File: config.mk
export PLATFORM = sky130hd
export DESIGN_NAME = mem_port_arbiter
export DESIGN_NICKNAME = d
export VERILOG_FILES = /design/src/rtl/mem_port_arbiter.sv
export SDC_FILE = /design/constraint.sdc
export NUM_CORES = 1
export LEC_CHECK = 0
export CORE_MARGIN = 2
export CORE_UTILIZATION = 41
export DETAILED_ROUTE_END_ITERATION = 8
export PLACE_DENSITY = 0.9
export SETUP_SLACK_MARGIN = 0.05
export SLEW_MARGIN = 20
export SYNTH_ARGS = -nofsm -noshare
export SYNTH_HDL_FRONTEND = slang
export SYNTH_SLANG_ARGS = --single-unit
export TNS_END_PERCENT = 30
File: constraint.sdc
create_clock -name clk -period 1.85 [get_ports clk]
set_clock_uncertainty 0.2 [all_clocks]
set_input_delay 0.555 -clock clk [delete_from_list [all_inputs] [get_ports clk]]
set_output_delay 0.555 -clock clk [all_outputs]
set_load 0.005 [all_outputs]
File: src/rtl/mem_port_arbiter.sv
// rtl/mem_port_arbiter.sv - round-robin IF/D arbiter for one single-port memory (optional watchdog: ARB_TIMEOUT_EN)
module mem_port_arbiter #(
    parameter int AW      = 32,
    parameter int DW      = 32,
    parameter int TIMEOUT = 16
) (
    input  logic            clk,
    input  logic            rst,
    input  logic            if_req,
    input  logic [AW-1:0]   if_addr,
    output logic [DW-1:0]   if_rdata,
    output logic            if_ready,
    input  logic            d_req,
    input  logic            d_we,
    input  logic [AW-1:0]   d_addr,
    input  logic [DW-1:0]   d_wdata,
    input  logic [DW/8-1:0] d_be,
    output logic [DW-1:0]   d_rdata,
    output logic            d_ready,
    output logic            mem_req,
    output logic            mem_we,
    output logic [AW-1:0]   mem_addr,
    output logic [DW-1:0]   mem_wdata,
    output logic [DW/8-1:0] mem_be,
    input  logic [DW-1:0]   mem_rdata,
    input  logic            mem_ack,
    output logic            err
);

    localparam logic [1:0] ST_IDLE  = 2'd0;
    localparam logic [1:0] ST_ISSUE = 2'd1;
    localparam logic [1:0] ST_RESP  = 2'd2;

    localparam logic OWN_IF = 1'b0;
    localparam logic OWN_D  = 1'b1;

    logic [1:0]      state_q, state_d;
    logic            owner_q, owner_d;
    logic            last_q, last_d;
    logic            mem_req_q, mem_req_d;
    logic            mem_we_q, mem_we_d;
    logic [AW-1:0]   mem_addr_q, mem_addr_d;
    logic [DW-1:0]   mem_wdata_q, mem_wdata_d;
    logic [DW/8-1:0] mem_be_q, mem_be_d;
    logic [DW-1:0]   if_rdata_q, if_rdata_d;
    logic [DW-1:0]   d_rdata_q, d_rdata_d;
    logic            if_ready_q, if_ready_d;
    logic            d_ready_q, d_ready_d;
    logic            pick;

`ifdef ARB_TIMEOUT_EN
    localparam int CW = (TIMEOUT > 2) ? $clog2(TIMEOUT) : 1;
    logic [CW-1:0]   cnt_q, cnt_d;
    logic            err_q, err_d;
    assign err = err_q;
`else
    // TIMEOUT has no effect without the watchdog.
    localparam int UNUSED_TIMEOUT = TIMEOUT;
    assign err = 1'b0;
`endif

    assign mem_req   = mem_req_q;
    assign mem_we    = mem_we_q;
    assign mem_addr  = mem_addr_q;
    assign mem_wdata = mem_wdata_q;
    assign mem_be    = mem_be_q;
    assign if_rdata  = if_rdata_q;
    assign d_rdata   = d_rdata_q;
    assign if_ready  = if_ready_q;
    assign d_ready   = d_ready_q;

    // Round-robin choice: on contention the requester not served last wins.
    always_comb begin
        if (if_req && d_req) begin
            pick = (last_q == OWN_IF) ? OWN_D : OWN_IF;
        end else if (if_req) begin
            pick = OWN_IF;
        end else begin
            pick = OWN_D;
        end
    end

    // Next-state and registered-output logic for the IDLE/ISSUE/RESP sequence.
    always_comb begin
        state_d     = state_q;
        owner_d     = owner_q;
        last_d      = last_q;
        mem_req_d   = mem_req_q;
        mem_we_d    = mem_we_q;
        mem_addr_d  = mem_addr_q;
        mem_wdata_d = mem_wdata_q;
        mem_be_d    = mem_be_q;
        if_rdata_d  = if_rdata_q;
        d_rdata_d   = d_rdata_q;
        if_ready_d  = 1'b0;
        d_ready_d   = 1'b0;
`ifdef ARB_TIMEOUT_EN
        cnt_d       = cnt_q;
        err_d       = 1'b0;
`endif
        case (state_q)
            ST_IDLE: begin
                if (if_req || d_req) begin
                    owner_d   = pick;
                    last_d    = pick;
                    mem_req_d = 1'b1;
                    state_d   = ST_ISSUE;
`ifdef ARB_TIMEOUT_EN
                    cnt_d     = '0;
`endif
                    if (pick == OWN_IF) begin
                        mem_we_d    = 1'b0;
                        mem_addr_d  = if_addr;
                        mem_wdata_d = '0;
                        mem_be_d    = '1;
                    end else begin
                        mem_we_d    = d_we;
                        mem_addr_d  = d_addr;
                        mem_wdata_d = d_wdata;
                        mem_be_d    = d_we ? d_be : '1;
                    end
                end
            end
            ST_ISSUE: begin
                if (mem_ack) begin
                    mem_req_d = 1'b0;
                    state_d   = ST_RESP;
                    if (owner_q == OWN_IF) begin
                        if_rdata_d = mem_rdata;
                        if_ready_d = 1'b1;
                    end else begin
                        d_rdata_d = mem_rdata;
                        d_ready_d = 1'b1;
                    end
                end
`ifdef ARB_TIMEOUT_EN
                // Abort after TIMEOUT ISSUE cycles: complete with zero data and err.
                else if (cnt_q == CW'(TIMEOUT - 1)) begin
                    mem_req_d = 1'b0;
                    state_d   = ST_RESP;
                    err_d     = 1'b1;
                    if (owner_q == OWN_IF) begin
                        if_rdata_d = '0;
                        if_ready_d = 1'b1;
                    end else begin
                        d_rdata_d = '0;
                        d_ready_d = 1'b1;
                    end
                end else begin
                    cnt_d = cnt_q + 1'b1;
                end
`endif
            end
            ST_RESP: begin
                state_d = ST_IDLE;
            end
            default: begin
                state_d   = ST_IDLE;
                mem_req_d = 1'b0;
            end
        endcase
    end

    // State and output registers; reset drops everything, losing any in-flight access.
    always_ff @(posedge clk or negedge rst) begin
        if (!rst) begin
            state_q     <= ST_IDLE;
            owner_q     <= OWN_IF;
            last_q      <= OWN_D;
            mem_req_q   <= 1'b0;
            mem_we_q    <= 1'b0;
            mem_addr_q  <= '0;
            mem_wdata_q <= '0;
            mem_be_q    <= '0;
            if_rdata_q  <= '0;
            d_rdata_q   <= '0;
            if_ready_q  <= 1'b0;
            d_ready_q   <= 1'b0;
        end else begin
            state_q     <= state_d;
            owner_q     <= owner_d;
            last_q      <= last_d;
            mem_req_q   <= mem_req_d;
            mem_we_q    <= mem_we_d;
            mem_addr_q  <= mem_addr_d;
            mem_wdata_q <= mem_wdata_d;
            mem_be_q    <= mem_be_d;
            if_rdata_q  <= if_rdata_d;
            d_rdata_q   <= d_rdata_d;
            if_ready_q  <= if_ready_d;
            d_ready_q   <= d_ready_d;
        end
    end

`ifdef ARB_TIMEOUT_EN
    // Watchdog counter and error pulse.
    always_ff @(posedge clk or negedge rst) begin
        if (!rst) begin
            cnt_q <= '0;
            err_q <= 1'b0;
        end else begin
            cnt_q <= cnt_d;
            err_q <= err_d;
        end
    end
`endif

endmodule

==> metrics.md <==
| Metric | Value |
|---|---|
| Status | completed |
| Diodes inserted | 0 |
| Worst Path Arrival | 1.92 ns |
| Vias in the first global route | 5352 |
| Initial antenna violation count | 0 |
| Boundary Pins | 275 |
| Detailed Route WL | 19100 um |
| Register area share after synthesis | 0.625 |
| Hold Slack | 0.288 ns |
| DR DRC count | 0 |
| Worst r2r src | state_q[1]$_DFFE_PN0P_ |
| Num CTS Buffers | 17 |
| Vias per cell | 5.42 |
| Fin crit share | 0.990 |
| Fill cell count | 885 |
| Area Overhead vs Synth | 65.4% |
| Hold Crit Start | mem_req$_DFFE_PN0P_ |
| Synth Register Bits | 140 |
| Non-Filler Instances | 944 |
| Die area | 0.0146 sq mm |
| Share of the synthesized area in the top cell type | 0.620 |
| Pin count of the biggest net entering global routing | 46 |
| Post-Synth Adder-Cell Area | 0 |
| Simple-Gate Fraction of Synth Area | 0.0406 |
| Final Setup Violations | 0 |
| Fin. Hold Viols | 0 |
| Synth Area in Compound Gates | 0.160 |
| Tmin final | 1.83 ns |
| Final Total Pwr | 0.0149 W |
| Violation count after the first detailed-route iteration | 368 |
| CP Class | reg -> reg |
| Yosys cell types | 24 |
| RePlAce Congestion | 0.832 |
| Crit start category | register |
| Min-Delay Path Class | reg -> reg |
| Core Area | 0.0133 sq mm |
| Die height | 121 um |
| Synth Area in XOR/XNOR | 0 |
| Clk buf depth | 2 |
| Leakage power | 4.27 nW |
| Met2 GRT Util | 0.428 |
| M1 GR Usage | 0.305 |
| Initial Util | 0.422 |
| Main combinational cell family by area after synthesis | compound AO/OA/AOI/OAI gates |
| PortBufs | 273 |
| CTS clk-pin slew, worst paths | 0.06 ns |
| CTS tree | yes |
| Gr busiest metal | met2 |
| Worst Setup End Kind | register |
| Final HPWL DP | 12600 um |
| Mapped cell area | 0.00561 sq mm |
| Grt total ovfl | 0 |
| Max FO, Critical Path | 8 |
| Pwr dens | 1610 mW/mm^2 |
| DR vias | 5118 |
| Post-synth top area cell | dfrtp_1 |
| FMAX | 0.546 GHz |
| CP required | 1.94 ns |
| Ys Warns | 0 |
| First-pass GRT wire length | 28500 um |
| H-tree level count | 4 |
| VDD IR max | 693 uV |
| Max Slew Vio Count | 0 |
| Layout Nets | 893 |
| Antenna viol nets, final | 0 |
| Mapped Nets | 579 |
| Critical path startpoint | state_q[1]$_DFFE_PN0P_ |
| GRT Total Usage | 0.255 |
| Skew-Pair Late Insertion Delay | 0.41 ns |
| Multiplexer area fraction after synthesis | 0.131 |
| Wire per inst | 20.2 um |
| Total negative slack | 0 ns |
| FP Rows | 42 |
| Clk root buf | clkbuf_16 |
| Layout cell share with drive strength beyond 1 | 0.346 |
| CTS sink cnt | 140 |
| Die X-Extent | 121 um |
| Largest cells by area after synthesis | dfrtp_1 62%, mux2_2 12%, a22o_1 5.0% |
| Dpl cells | 880 |
| Max Cap Viol | 0 |
| RSZ-0062 raised after global routing | yes |
| Syn avg cell area | 12.7 sq um |
| Most frequent cells in the layout | 139 x dfrtp_1, 134 x clkdlybuf4s50_1, 73 x clkbuf_2, 43 x buf_4, 39 x mux2_4 |
| Core Util, Final | 0.698 |
| Initial DRT Pass Iterations | 5 |
| Mapped Cells | 441 |
| Commonest non-fill, non-tap cell in the layout | dfrtp_1 |
| M3 GR Usage | 0.0724 |
[area by class of cell]
class	count	area, sq um	area share
Tap cell	176	220	0.0237
Multi-Input combinational cell	254	2030	0.219
Clock inverter	12	114	0.0123
Inverter	6	22.5	0.00243
Clock buffer	20	447	0.0481
Timing Repair Buffer	336	2940	0.316
Sequential cell	140	3500	0.378
[final timing paths]
check	endpoint	slack, ns	cells past startpoint
worst min-delay path	mem_req$_DFFE_PN0P_	0.29	2
worst min register to register	mem_req$_DFFE_PN0P_	0.29	2
worst max register to register	if_rdata[22]$_DFFE_PN0P_	0.02	6
worst max-delay path	if_rdata[22]$_DFFE_PN0P_	0.02	6
min in group asynchronous	mem_wdata[0]$_DFFE_PN0P_	0.39	2
max in group asynchronous	mem_addr[21]$_DFFE_PN0P_	0.49	3
[metal layers]
metal  vias up  share of wire
met5         -              0
li1       2255              -
met3        52          0.087
met2       295           0.50
met4         0          0.029
met1      2516           0.39
[cell usage after synthesis (all sizes together)]
master,count
a21boi,1
a21oi,38
a22o,32
a31oi,38
and2,1
and3b,1
buf,26
clkbuf,15
conb,1
dfrtp,139
dfstp,1
inv,6
mux2,65
nand2,4
nand2b,2
nand3,32
nor2,1
nor2b,2
o211a,1
o21ai,34
or2,1
[worst max-delay path, stage by stage (launching register included)]
cell	delay (ns)
dfrtp_1	0.41
and3b_2	0.25
nor2b_4	0.15
buf_12	0.13
buf_12	0.11
buf_16	0.14
mux2_4	0.31
[power by group]
part	internal, W	leakage [nW]	switching, W
Clock	0.00190	0.264	0.00134
Combinational	0.00357	2.33	0.00262
Sequential	0.00453	1.67	0.000943
[state kept, by name (all words and copies together), names as in the netlist]
signal / flops
mem_wdata: 32
mem_be: 4
owner_q: 1
mem_req: 1
if_ready: 1
last_q: 1
state_q: 2
mem_we: 1
mem_addr: 32
d_rdata: 32
if_rdata: 32
d_ready: 1
[logic make-up after synthesis]
family	count (synthesis)
compound gates	144
other cells	1
buf+inv	47
mux	65
flops	140
simple gates	44
[metrics by stage]
| step | worst slack [ns] | area [sq um] |
|---|---|---|
| floorplan | 0.0418 | 5620 |
| finish | 0.0176 | 9280 |
| detailed placement | -0.552 | 8680 |
| CTS | 0.0103 | 9500 |
| global route | -0.0196 | 9280 |
| global placement | -0.476 | 8680 |
[what timing repair did]
action / 4_1_cts / 5_1_grt
hold buffers: 1 / 0
resized for setup: 328 / 127
hold endpoints to repair: 26 / 0
pin swaps: 1 / 0
cloned: 3 / 1
setup buffers: 25 / 2
setup endpoints to repair: 235 / 193
Note: power is estimated with default switching activity, not from simulation.
